**src/rtl/trap_ctrl_pkg.sv**
```systemverilog
// Shared trap constants: FSM states, default vectors and trap_cause layout.
// The ID-stage decoder imports the same vector constants.
package trap_ctrl_pkg;

    typedef enum logic [1:0] {
        ST_KERNEL  = 2'd0,
        ST_USER    = 2'd1,
        ST_HOLDOFF = 2'd2
    } state_e;

    localparam logic [31:0] IRQ_VEC_DEF = 32'h8000_0004;
    localparam logic [31:0] EXC_VEC_DEF = 32'h8000_0008;

    localparam int CAUSE_W       = 4;
    localparam int CAUSE_EXC_BIT = 2;

    // Layout is {src[2], is_exc, src[1:0]} so NSRC<=4 keeps bit 3 clear.
    function automatic logic [CAUSE_W-1:0] mk_cause(input logic is_exc, input logic [2:0] src);
        return {src[2], is_exc, src[1:0]};
    endfunction

endpackage

```
**src/rtl/trap_ctrl_if.sv**
```systemverilog
// Bundle between the pipeline (ID/IF stages and interrupt sources) and trap_ctrl.
interface trap_ctrl_if #(
    parameter int NSRC = 4
);
    logic [NSRC-1:0] irq_req;
    logic [NSRC-1:0] irq_mask;
    logic            id_valid;
    logic [31:0]     id_pc;
    logic            id_except;
    logic            id_stall;
    logic            ex_redirect;

    logic            trap_take;
    logic            trap_valid;
    logic [31:0]     trap_vector;
    logic            flush_if;
    logic [NSRC-1:0] irq_ack;
    logic [3:0]      trap_cause;
    logic            in_kernel;
    logic            exc_in_kern;

    modport master (
        output irq_req, irq_mask, id_valid, id_pc, id_except, id_stall, ex_redirect,
        input  trap_take, trap_valid, trap_vector, flush_if, irq_ack, trap_cause,
               in_kernel, exc_in_kern
    );

    modport slave (
        input  irq_req, irq_mask, id_valid, id_pc, id_except, id_stall, ex_redirect,
        output trap_take, trap_valid, trap_vector, flush_if, irq_ack, trap_cause,
               in_kernel, exc_in_kern
    );
endinterface

```
**src/rtl/trap_ctrl_prio_enc.sv**
```systemverilog
// Lowest-index-wins priority encoder over the pending interrupt sources.
module trap_prio_enc #(
    parameter int N  = 4,
    parameter int IW = 2
) (
    input  logic [N-1:0]  req_i,
    output logic          vld_o,
    output logic [IW-1:0] idx_o
);

    // Scan from the top so the lowest set bit is the last writer.
    always_comb begin
        vld_o = 1'b0;
        idx_o = '0;
        for (int i = N - 1; i >= 0; i--) begin
            if (req_i[i]) begin
                vld_o = 1'b1;
                idx_o = IW'(i);
            end
        end
    end

endmodule

```
**src/rtl/trap_ctrl.sv**
```systemverilog
// Interrupt/exception entry and kernel-exit sequencing beside the ID-stage decoder.
module trap_ctrl
    import trap_ctrl_pkg::*;
#(
    parameter int          NSRC    = 4,
    parameter int          HOLDOFF = 2,
    parameter logic [31:0] IRQ_VEC = IRQ_VEC_DEF,
    parameter logic [31:0] EXC_VEC = EXC_VEC_DEF
) (
    input  logic       clk,
    input  logic       reset,
    trap_ctrl_if.slave bus
);

    localparam int IW = (NSRC > 1) ? $clog2(NSRC) : 1;
    localparam int CW = (HOLDOFF > 0) ? $clog2(HOLDOFF + 1) : 1;

    state_e          state_q;
    logic [CW-1:0]   cnt_q;
    logic            in_kernel_q;
    logic [NSRC-1:0] irq_ack_q;
    logic [3:0]      trap_cause_q;
    logic            exc_in_kern_q;

    logic            q_slot;
    logic            leave_kern;
    logic [NSRC-1:0] pend;
    logic            pend_vld;
    logic [IW-1:0]   pend_idx;
    logic [2:0]      src_ext;
    logic            take_exc;
    logic            take_irq;
    logic            take;
    logic [31:0]     vector;
    logic            pc_unused;

    assign pc_unused = ^bus.id_pc[30:0];

    // Kernel exit ignores ex_redirect: a user slot advancing out of ID ends kernel mode.
    assign q_slot     = bus.id_valid & ~bus.id_stall & ~bus.ex_redirect & ~bus.id_pc[31];
    assign leave_kern = bus.id_valid & ~bus.id_stall & ~bus.id_pc[31];

    assign pend = bus.irq_req & ~bus.irq_mask;

    trap_prio_enc #(
        .N  (NSRC),
        .IW (IW)
    ) u_prio (
        .req_i (pend),
        .vld_o (pend_vld),
        .idx_o (pend_idx)
    );

    assign src_ext = 3'(pend_idx);

    // Gating by reset makes trap_take fall immediately when reset hits mid-trap.
    assign take_exc = reset & q_slot & bus.id_except & (state_q != ST_KERNEL);
    assign take_irq = reset & q_slot & ~bus.id_except & pend_vld & (state_q == ST_USER);
    assign take     = take_exc | take_irq;

    always_comb begin
        vector = '0;
        if (take_exc)      vector = EXC_VEC;
        else if (take_irq) vector = IRQ_VEC;
    end

    always_ff @(posedge clk or negedge reset) begin
        if (!reset) begin
            state_q       <= ST_KERNEL;
            cnt_q         <= '0;
            in_kernel_q   <= 1'b1;
            irq_ack_q     <= '0;
            trap_cause_q  <= '0;
            exc_in_kern_q <= 1'b0;
        end else begin
            irq_ack_q <= '0;
            if (take) begin
                state_q      <= ST_KERNEL;
                in_kernel_q  <= 1'b1;
                cnt_q        <= '0;
                trap_cause_q <= mk_cause(take_exc, take_exc ? 3'd0 : src_ext);
                if (take_irq) irq_ack_q <= NSRC'(1) << pend_idx;
            end else begin
                case (state_q)
                    ST_KERNEL: begin
                        if (leave_kern) begin
                            in_kernel_q <= 1'b0;
                            if (HOLDOFF == 0) begin
                                state_q <= ST_USER;
                            end else begin
                                state_q <= ST_HOLDOFF;
                                cnt_q   <= CW'(HOLDOFF);
                            end
                        end
                    end
                    ST_HOLDOFF: begin
                        if (q_slot) begin
                            if (cnt_q == CW'(1)) state_q <= ST_USER;
                            cnt_q <= cnt_q - CW'(1);
                        end
                    end
                    default: ;
                endcase
            end
            if (state_q == ST_KERNEL && bus.id_except) exc_in_kern_q <= 1'b1;
        end
    end

    assign bus.trap_take   = take;
    assign bus.trap_valid  = take;
    assign bus.flush_if    = take;
    assign bus.trap_vector = vector;
    assign bus.irq_ack     = irq_ack_q;
    assign bus.trap_cause  = trap_cause_q;
    assign bus.in_kernel   = in_kernel_q;
    assign bus.exc_in_kern = exc_in_kern_q;

endmodule
```
**src/flat_wrapper.sv**
```systemverilog
// flat-port wrapper written by rule: the top's interface ports become plain ports
module trap_ctrl_flat import trap_ctrl_pkg::*;
#(
    parameter int          NSRC    = 4,
    parameter int          HOLDOFF = 2,
    parameter logic [31:0] IRQ_VEC = IRQ_VEC_DEF,
    parameter logic [31:0] EXC_VEC = EXC_VEC_DEF
)
  (clk, reset, bus_irq_req, bus_irq_mask, bus_id_valid, bus_id_pc, bus_id_except, bus_id_stall, bus_ex_redirect, bus_trap_take, bus_trap_valid, bus_trap_vector, bus_flush_if, bus_irq_ack, bus_trap_cause, bus_in_kernel, bus_exc_in_kern);
  trap_ctrl_if #(.NSRC(NSRC)) bus_i ();
  input  logic clk;
  input  logic reset;
  input wire logic [$bits(bus_i.irq_req)-1:0] bus_irq_req;
  input wire logic [$bits(bus_i.irq_mask)-1:0] bus_irq_mask;
  input wire logic [$bits(bus_i.id_valid)-1:0] bus_id_valid;
  input wire logic [$bits(bus_i.id_pc)-1:0] bus_id_pc;
  input wire logic [$bits(bus_i.id_except)-1:0] bus_id_except;
  input wire logic [$bits(bus_i.id_stall)-1:0] bus_id_stall;
  input wire logic [$bits(bus_i.ex_redirect)-1:0] bus_ex_redirect;
  output wire logic [$bits(bus_i.trap_take)-1:0] bus_trap_take;
  output wire logic [$bits(bus_i.trap_valid)-1:0] bus_trap_valid;
  output wire logic [$bits(bus_i.trap_vector)-1:0] bus_trap_vector;
  output wire logic [$bits(bus_i.flush_if)-1:0] bus_flush_if;
  output wire logic [$bits(bus_i.irq_ack)-1:0] bus_irq_ack;
  output wire logic [$bits(bus_i.trap_cause)-1:0] bus_trap_cause;
  output wire logic [$bits(bus_i.in_kernel)-1:0] bus_in_kernel;
  output wire logic [$bits(bus_i.exc_in_kern)-1:0] bus_exc_in_kern;
  assign bus_i.irq_req = bus_irq_req;
  assign bus_i.irq_mask = bus_irq_mask;
  assign bus_i.id_valid = bus_id_valid;
  assign bus_i.id_pc = bus_id_pc;
  assign bus_i.id_except = bus_id_except;
  assign bus_i.id_stall = bus_id_stall;
  assign bus_i.ex_redirect = bus_ex_redirect;
  assign bus_trap_take = bus_i.trap_take;
  assign bus_trap_valid = bus_i.trap_valid;
  assign bus_trap_vector = bus_i.trap_vector;
  assign bus_flush_if = bus_i.flush_if;
  assign bus_irq_ack = bus_i.irq_ack;
  assign bus_trap_cause = bus_i.trap_cause;
  assign bus_in_kernel = bus_i.in_kernel;
  assign bus_exc_in_kern = bus_i.exc_in_kern;
  trap_ctrl #(.NSRC(NSRC), .HOLDOFF(HOLDOFF), .IRQ_VEC(IRQ_VEC), .EXC_VEC(EXC_VEC)) u_core (.clk(clk), .reset(reset), .bus(bus_i));
endmodule
```
**config.mk**
```make
export PLATFORM = sky130hd
export DESIGN_NAME = trap_ctrl_flat
export DESIGN_NICKNAME = d
export VERILOG_FILES = /design/src/rtl/trap_ctrl_pkg.sv /design/src/rtl/trap_ctrl_if.sv /design/src/rtl/trap_ctrl_prio_enc.sv /design/src/rtl/trap_ctrl.sv /design/src/flat_wrapper.sv
export SDC_FILE = /design/constraint.sdc
export NUM_CORES = 1
export LEC_CHECK = 0
export CORE_MARGIN = 2
export CORE_UTILIZATION = 31
export DETAILED_ROUTE_END_ITERATION = 12
export GPL_TIMING_DRIVEN = 0
export PLACE_DENSITY = 0.84
export SLEW_MARGIN = 20
export SYNTH_ARGS = -nofsm -noshare
export SYNTH_HDL_FRONTEND = slang
export SYNTH_SLANG_ARGS = --single-unit
```
**constraint.sdc**
```tcl
create_clock -name clk -period 3.5 [get_ports clk]
set_clock_uncertainty 0.05 [all_clocks]
set_input_delay 0.525 -clock clk [delete_from_list [all_inputs] [get_ports clk]]
set_output_delay 0.525 -clock clk [all_outputs]
set_load 0.01 [all_outputs]
```
==> results of run 1 <==
cell usage in the layout, fill, tap and decap left out, types with 2 or more instances in the layout:
cell              n
nor2_2            2
and2_1            2
buf_4            34
clkdlybuf4s50_1  28
inv_1             4
o21ai_0           2
nor2_1            6
nand2b_1          5
clkbuf_4          3
dfrtp_1          12
a21oi_1           4
conb_1           30
a21o_1            2
nand2_1           5
critical path, delay by kind of cell:
| kind | cells | cell delay, ns |
|---|---|---|
| compound gates | 1 | 0.16 |
| buf+inv | 5 | 1.44 |
| simple gates | 2 | 0.62 |
state kept, by name, indices dropped and copies added (netlist names):
register,count
u_core.bus.in_kernel,1
u_core.bus.trap_cause,3
u_core.bus.exc_in_kern,1
u_core.bus.irq_ack,4
u_core.cnt_q,2
u_core.state_q,2
final cells by class:
class                   count  share of cell area, %
inverters                   4                   1.08
multi-input cells          77                   31.0
plain buffers              35                   18.8
flip-flops and latches     13                   23.6
clock buffers               4                   1.90
repair buffers             29                   20.8
well taps                  31                   2.80
metal layers:
metal / GRT usage (%) / share of wire, % / up-vias
met2: 17.5 / 52 / 30
li1: - / - / 393
met1: 10.2 / 37 / 309
met4: 6.98 / 1.7 / 0
met3: 1.12 / 8.9 / 2
met5: 0 / 0 / -
how the worst min path moves through the flow:
stage | startpoint | to | slack (ns)
after floorplan | reset | u_core.bus.exc_in_kern | 0.18
after global placement | u_core.bus.exc_in_kern | u_core.bus.exc_in_kern | 0.39
after detailed placement | u_core.bus.exc_in_kern | u_core.bus.exc_in_kern | 0.40
after CTS | reset | u_core.bus.irq_ack[1] | 0.34
after global routing | reset | u_core.bus.trap_cause[2] | 0.37
final | reset | u_core.bus.irq_ack[1] | 0.32
power groups by stage:
stage / registers [W] / clock network (W) / logic [W]
2_1_floorplan: 0.000223 / 0 / 0.000117
6_report: 0.000223 / 0.0000912 / 0.000181
4_1_cts: 0.000222 / 0.0000954 / 0.000182
5_1_grt: 0.000230 / 0.000104 / 0.000202
3_5_place_dp: 0.000225 / 0 / 0.000179
3_3_place_gp: 0.000225 / 0 / 0.000174
stage by stage:
| stage | setup TNS [ns] | area, µm² | utilization [%] | hold WS, ns |
|---|---|---|---|---|
| after CTS | 0 | 1390 | 49.8 | 0.340 |
| after global routing | 0 | 1390 | 49.8 | 0.372 |
| final | 0 | 1390 | 49.8 | 0.321 |
| after global placement | -0.335 | 1350 | 48.6 | 0.394 |
| after detailed placement | -0.568 | 1350 | 48.6 | 0.402 |
| after floorplan | 0 | 1020 | - | 0.179 |
timing repair:
action	CTS	global route
setup endpoints to repair	4	0
hold endpoints to repair	0	0
resized for setup	4	0
kinds of logic after synthesis:
kind of cell | after synthesis | synth area share, %
adders and majority gates | 1 | 1.37
and+or+nand+nor | 31 | 21.6
buffers and inverters | 39 | 30.1
DFF | 13 | 35.8
other | 1 | 0.411
AOI/OAI and AO/OA | 15 | 10.7
==> metrics, run 1 <==
status finished clean; clock buffer count from CTS 3; top-count cell post-synth buf_4; CP Class in -> out; clk sinks 13; most used cell, CP clkdlybuf4s50_1; worst skew pair latency 0.27 ns; unique cell type count in the Yosys netlist 32; pre-CTS WS -0.166 ns; pwr dens 357 nW/µm²; DRT iter0 DRCs 9; RR Endpoint u_core.bus.irq_ack[3]; initial antenna violation count 0; DP HPWL 1340 µm; pin count of the biggest net entering global routing 16; Total GRT Usage a little under 10%; Post-Place Cells 189; final setup vio count 0; Slew Viols, Final 0; slowest stage cell, crit path clkdlybuf4s50_1; crit path max fanout 7; Top FF cell, synth dfrtp_1; fraction of registers with async set/reset 100%; Total Nets Final 210; # port buffers 29; Placer Congestion 0.729; Mean Syn Cell Area 9.13 µm²; P&R area growth vs syn 51.8%; Hold Path Class in -> async; Die Area about 3400 µm²; num rows 19; final worst path period need 3.33 ns; CP cell instances clkdlybuf4s50_1 > or3b_1 > clkbuf_2 > nor4b_2 > o21ai_2 > inv_1 > buf_4 > clkdlybuf4s50_1; slowest stage delay, CP about 0.52 ns; Clk pwr share 18.4%; DRC errors left 0; vias in the first global route 616; Max IR drop VDD 0.238 mV; RSZ-0062 raised after global routing no; Worst setup SP type primary input; antenna-violating nets left 0; via total after detailed routing around 730; Antenna Cells 0; non-filler cells, final between 150 and 200; Leak Pwr 0.724 nW; Setup Buffers After CTS 0; Setup crit end kind output pin; Max clock buf depth 2; Switching Fraction 33.1%; Initial Utilization 32.8%; part of the Yosys area used for sequential elements 35.8%; Ys Warns 0; DIE WIDTH 58.3 µm; synthesized cell area 913 µm²; leading area contributor after synthesis dfrtp_1; clock slew seen by the registers of the worst setup and hold paths roughly 0.080 ns; area taken by multi-input logic gates 430 µm²; final hold vios 0; Worst Setup EP bus_trap_vector[31]; worst setup margin 0.172 ns; fill count 270; Max-Cap Viols 0; synthesis-stage register bit count 13; cell internal pwr 0.000331 W; grt ovf 0; Core ar. 2780 µm²; Max Freq ~0.30 GHz; beginning of the critical path bus_id_valid; Max transition margin 58.6%; Vias/cell 3.80; Synth top area share between 30 and 40%; Req. time, crit path 2.92 ns; Final period util 95.1%; cts hold-fix bufs 0; worst slew pin tran 0.621 ns; CTS tree yes; sequential power share 45.1%; DR pass1 iterations 3; Comb pwr share 36.5%; CP arrival 2.75 ns; reg2reg setup slack 1.68 ns; reg2reg path depth 5; Routed WL per cell 8.22 µm; total power a little under 0.0005 W; Switch Pwr 0.000164 W; Die Ht 58.3 µm; first-pass GRT wire length between 2000 and 3000 µm; synth cell count leaders 34 x buf_4, 12 x dfrtp_1, 6 x nor2_1, 5 x nand2_1, 5 x nand2b_1; Post-Route WL 1590 µm; Post-synth EDFFs 0; Critical R2R Launch u_core.state_q[1]; # H-tree levels 1; clock root buffer clkbuf_4; Mapped Cells 100; top post-synthesis cells by area dfrtp_1 33%, buf_4 28%, nand2b_1 3.4%; Seq. cell area between 300 and 400 µm²; Ports 91; ratio of cells with drive above 1 in the final layout 29.0%
No activity file was read; power rests on OpenSTA's default activity.
==> run 2, diff against run 1 <==
--- a/config.mk
+++ b/config.mk
@@ -5,11 +5,13 @@
 export SDC_FILE = /design/constraint.sdc
 export NUM_CORES = 1
 export LEC_CHECK = 0
+export CORE_ASPECT_RATIO = 1.75
 export CORE_MARGIN = 2
 export CORE_UTILIZATION = 31
 export DETAILED_ROUTE_END_ITERATION = 12
 export GPL_TIMING_DRIVEN = 0
 export PLACE_DENSITY = 0.84
+export RECOVER_POWER = 25
 export SLEW_MARGIN = 20
 export SYNTH_ARGS = -nofsm -noshare
 export SYNTH_HDL_FRONTEND = slang
==> run 2 against run 1 <==
  * Count of clock-buffer cells in the layout unchanged
  * Routed wire length increased by 6.8%
  * Power increased by 8.8%
  * Sequential power about the same
  * Setup slack improved by 0.013 ns
  * Via count increased by 3.5%
  * Die area increased by 0.50%
  * Register-to-register slack about the same
  * Critical path depth unchanged
  * Highest routed layer unchanged
==> metrics, run 2 (synthesis results as in run 1) <==
status finished clean; fin area between 1000 and 1500 µm²; DR pass1 iterations 3; Routed WL per cell 8.92 µm; commonest non-fill, non-tap cell in the layout buf_4; slowest stage cell, crit path clkdlybuf4s50_1; reg2reg setup slack 1.68 ns; most frequent cells in the layout 34 x buf_4, 30 x conb_1, 28 x clkdlybuf4s50_1; clock root buffer clkbuf_8; Max transition margin between 50% and 60%; grt ovf 0; RSZ-0062 raised after global routing no; Total GRT Usage 10.6%; initial antenna violation count 0; DRC errors left 0; Initial Utilization 31.9%; number of flip-flops in the largest register 4; P&R area growth vs syn 53.4%; # H-tree levels 1; final worst path period need 3.31 ns; cts hold-fix bufs 0; DP HPWL 1460 µm; # port buffers 29; RR Endpoint u_core.bus.irq_ack[3]; Vias/cell 4.00; CP Class in -> out; Worst setup SP type primary input; CP arrival ~2.7 ns; final setup vio count 0; Final period util a little over nine tenths; Max-Cap Viols 0; num rows 26; first-pass GRT wire length 2660 µm; total power 0.000539 W; CP top delay family buffers and inverters; pwr dens between 300 and 400 nW/µm²; Die Area 3410 µm²; non-filler cells, final 190; clock buffer count from CTS 3; worst skew pair latency 0.24 ns; DRT iter0 DRCs 29; Max clock buf depth 2; most used cell, CP clkdlybuf4s50_1; Max IR drop VDD 0.182 mV; Req. time, crit path between 2 and 3 ns; placed cell areas around 1300 µm²; worst slew pin tran 0.637 ns; Buf/Inv on CP 5; Leak Pwr 0.732 nW; Total Nets Final between 200 and 250; Antenna Cells 0; Die Ht ~76 µm; Placer Congestion 0.725; Setup Buffers After CTS 0; crit path max fanout 7; Core ar. 2860 µm²; antenna-violating nets left 0; Slew Viols, Final 0; Ports 91; Max Freq 0.302 GHz; clock slew seen by the registers of the worst setup and hold paths 0.05 ns; CP cell instances clkdlybuf4s50_1 > or3b_1 > clkbuf_2 > nor4b_2 > o21ai_2 > inv_1 > buf_4 > clkdlybuf4s50_1; clk sinks 13; Post-Place Cells approximately 190; DIE WIDTH 45.0 µm; pre-CTS WS -0.123 ns; slowest stage delay, CP ~0.52 ns; reg2reg path depth 5; via total after detailed routing between 700 and 800; ratio of cells with drive above 1 in the final layout 29.0%; Critical R2R Launch u_core.state_q[1]; Hold Path Class in -> async; Setup crit end kind output pin; worst setup margin between 0.15 and 0.2 ns; pin count of the biggest net entering global routing 16; final hold vios 0; vias in the first global route 674; CTS tree yes; Post-Route WL 1700 µm
==> run 2: cell types whose count changed in the layout (fill, tap and decap cells not counted) <==
cell,change
clkbuf_4,-3
clkbuf_8,+3
==> run 2: per-stage QoR <==
step,utilization [%],hold WS [ns],TNS [ns]
5_1_grt,49.0,0.417,0
4_1_cts,48.6,0.381,0
2_1_floorplan,-,0.179,0
3_3_place_gp,47.1,0.397,-0.424
6_report,49.0,0.362,0
3_5_place_dp,47.1,0.405,-0.399
==> run 2: repair_timing <==
| item | CTS | global route |
|---|---|---|
| endpoints found under the setup margin | 4 | 4 |
| gates resized for setup | 2 | 2 |
| hold endpoints to repair | 0 | 0 |
==> run 2: how the worst max path moves through the flow <==
stage | to | slack (ns) | startpoint | cells past startpoint
after detailed placement | bus_trap_valid | -0.12 | reset | 6
after global placement | bus_trap_valid | -0.13 | reset | 6
after global routing | bus_trap_vector[31] | 0.01 | bus_id_valid | 8
after CTS | bus_trap_valid | 0.005 | bus_id_valid | 8
final | bus_trap_valid | 0.19 | bus_id_valid | 8
after floorplan | bus_trap_take | 1.04 | bus_id_pc[31] | 6
==> run 2: worst reg2reg max path: stages, from the launching register on <==
cell,delay [ns]
dfrtp_1,0.45
nand4bb_1,0.21
or3_4,0.36
or3b_4,0.42
nand2b_4,0.17
nor2_2,0.10
==> run 2: layer usage <==
metal	global-route usage, %	vias up	wire, µm
met1	8.94	316	560
met2	21.0	50	869
met4	6.86	0	43
li1	-	388	-
met5	0	-	0
met3	1.90	6	221
==> run 2: layout make-up <==
class | instances | area [µm²]
Tap cell | 28 | 35.0
Clock buffer | 4 | 45.0
Sequential cell | 13 | 327
Timing Repair Buffer | 29 | 289
Multi-Input combinational cell | 77 | 430
Buffer | 35 | 260
Fill cell | 282 | 1460
Inverter | 4 | 15.0
==> run 2: report_power, final <==
group | leakage [nW] | internal (W) | switching (W)
clock | 0.0228 | 0.0000803 | 0.0000520
sequential | 0.161 | 0.000187 | 0.0000360
combinational | 0.549 | 0.000100 | 0.0000825
total | 0.732 | 0.000368 | 0.000171
==> run 3, diff against run 2 <==
--- a/config.mk
+++ b/config.mk
@@ -10,6 +10,7 @@
 export CORE_UTILIZATION = 31
 export DETAILED_ROUTE_END_ITERATION = 12
 export GPL_TIMING_DRIVEN = 0
+export MAX_ROUTING_LAYER = met4
 export PLACE_DENSITY = 0.84
 export RECOVER_POWER = 25
 export SLEW_MARGIN = 20
==> constraint.sdc (replaced) <==
create_clock -name clk -period 3.88 [get_ports clk]
set_clock_uncertainty 0.05 [all_clocks]
set_input_delay 0.582 -clock clk [delete_from_list [all_inputs] [get_ports clk]]
set_output_delay 0.582 -clock clk [all_outputs]
set_load 0.01 [all_outputs]
==> run 3 against run 2 <==
  * Sequential share of layout area up 0.25 points
  * Cell count unchanged
  * Routed wire length down 0.59%
  * Die area unchanged
  * Utilization is 0.52 points lower
  * Sequential cell count unchanged
  * Sequential power down 9.8%
==> metrics, run 3 (synthesis results as in run 1) <==
Total Nets Final 210; Critical R2R Launch u_core.state_q[1]; fill count 284; Worst Setup EP bus_trap_valid; Buf/Inv on CP 5; clock root buffer clkbuf_8; via total after detailed routing around 760; DIE WIDTH 45.0 µm; crit path max fanout 7; pre-CTS WS 0.143 ns; pin count of the biggest net entering global routing 16; Max IR drop VDD 0.164 mV; vias in the first global route 674; area taken by multi-input logic gates 420 µm²; Die Ht 75.8 µm; worst setup margin 0.173 ns; slowest stage cell, crit path clkdlybuf4s50_1; total stage count of the critical path 8; DP HPWL 1460 µm; slowest stage delay, CP between 0.5 and 0.6 ns; CP arrival 3.07 ns; antenna-violating nets left 0; Hold Path Class in -> async; # H-tree levels 1; Vias/cell 3.99; Max clock buf depth 2; Setup Buffers After CTS 0; final setup vio count 0; CP cell instances clkdlybuf4s50_1 > or3b_1 > clkbuf_2 > nor4b_1 > o21ai_0 > inv_1 > buf_4 > clkdlybuf4s50_1; reg2reg path depth 5; Initial Utilization 31.9%; CP Class in -> out; Die Area 3410 µm²; beginning of the critical path bus_id_valid; final worst path period need 3.71 ns; CTS tree yes; DRC errors left 0; Slew Viols, Final 0; Worst setup SP type primary input; ratio of cells with drive above 1 in the final layout approximately 28%; Core ar. 2860 µm²; num rows 26; Total GRT Usage 10.9%; grt ovf 0; Leak Pwr around 0.73 nW; Req. time, crit path ~3.3 ns; first-pass GRT wire length roughly 2700 µm; cts repair resizes 0; commonest non-fill, non-tap cell in the layout buf_4; number of flip-flops in the largest register 4; DR pass1 iterations 3; clk sinks 13; final hold vios 0; most used cell, CP clkdlybuf4s50_1; Routed WL per cell 8.87 µm; Placer Congestion 0.734; Max Freq between 0.2 and 0.3 GHz; total power around 0.00048 W; reg2reg setup slack 2.06 ns; Antenna Cells 0; Ports 91; worst slew pin tran 0.756 ns; P&R area growth vs syn 51.8%; RR Endpoint u_core.bus.irq_ack[3]; worst skew pair latency 0.24 ns; TNS Setup 0 ns; Max transition margin 49.6%; Setup crit end kind output pin; status finished clean; initial antenna violation count 0; CP top delay family buffers and inverters; Max-Cap Viols 0; pwr dens ~350 nW/µm²; Final period util 95.5%; DRT iter0 DRCs 8; cts hold-fix bufs 0; Seq. cell area 327 µm²; most frequent cells in the layout 34 x buf_4, 30 x conb_1, 28 x clkdlybuf4s50_1; RSZ-0062 raised after global routing no; clock buffer count from CTS 3; Post-Route WL roughly 1700 µm; clock slew seen by the registers of the worst setup and hold paths 0.05 ns; # port buffers 29
[run 3: changes by cell type in the layout (fill, tap and decap cells not counted)]
cell,change
o21ai_2,-1
dlygate4sd2_1,-1
nor4b_2,-1
clkbuf_1,+1
nor4b_1,+1
o21ai_0,+1
[run 3: worst register-to-register path, stage by stage (launching register included)]
cell and delay [ns]:
dfrtp_1 0.45, nand4bb_1 0.21, or3_4 0.36, or3b_4 0.42, nand2b_4 0.17, nor2_2 0.10
[run 3: per-layer routing]
metal  wire length, µm  part of all wire, %  global-route usage (%)  vias to the layer above
li1                  -                    -                       -                      388
met1               564                   33                    8.94                      315
met2               849                   50                    21.0                       50
met3               228                   14                    1.90                        6
met4                42                  2.5                    6.86                        0
met5                 0                    0                       -                        -
[run 3: worst min-delay path by stage]
stage                                 from                      to  cells after the start
floorplan                            reset  u_core.bus.exc_in_kern                      0
CTS                 u_core.bus.exc_in_kern  u_core.bus.exc_in_kern                      1
global placement    u_core.bus.exc_in_kern  u_core.bus.exc_in_kern                      1
finish                               reset       u_core.state_q[0]                      1
global route                         reset       u_core.state_q[0]                      1
detailed placement  u_core.bus.exc_in_kern  u_core.bus.exc_in_kern                      1
[run 3: area by class of cell]
type	instances	share of cell area, %
plain buffers	35	18.8
clock buffers	4	3.25
inverters	4	1.08
multi-input cells	77	30.3
flip-flops and latches	13	23.6
well taps	28	2.53
repair buffers	29	20.5
[run 3: through the flow]
stage / util [%] / instances / hold WS [ns] / area (µm²)
2_1_floorplan: - / 129 / 0.236 / 1020
5_1_grt: 48.4 / 190 / 0.404 / 1390
3_5_place_dp: 47.1 / 186 / 0.405 / 1350
3_3_place_gp: 47.1 / 186 / 0.397 / 1350
4_1_cts: 48.6 / 190 / 0.417 / 1390
6_report: 48.4 / 190 / 0.334 / 1390
[run 3: where the power goes]
group          internal [W]  switching [W]  leakage, nW
sequential         0.000169      0.0000325        0.161
clock             0.0000724      0.0000465       0.0228
combinational     0.0000898      0.0000725        0.543
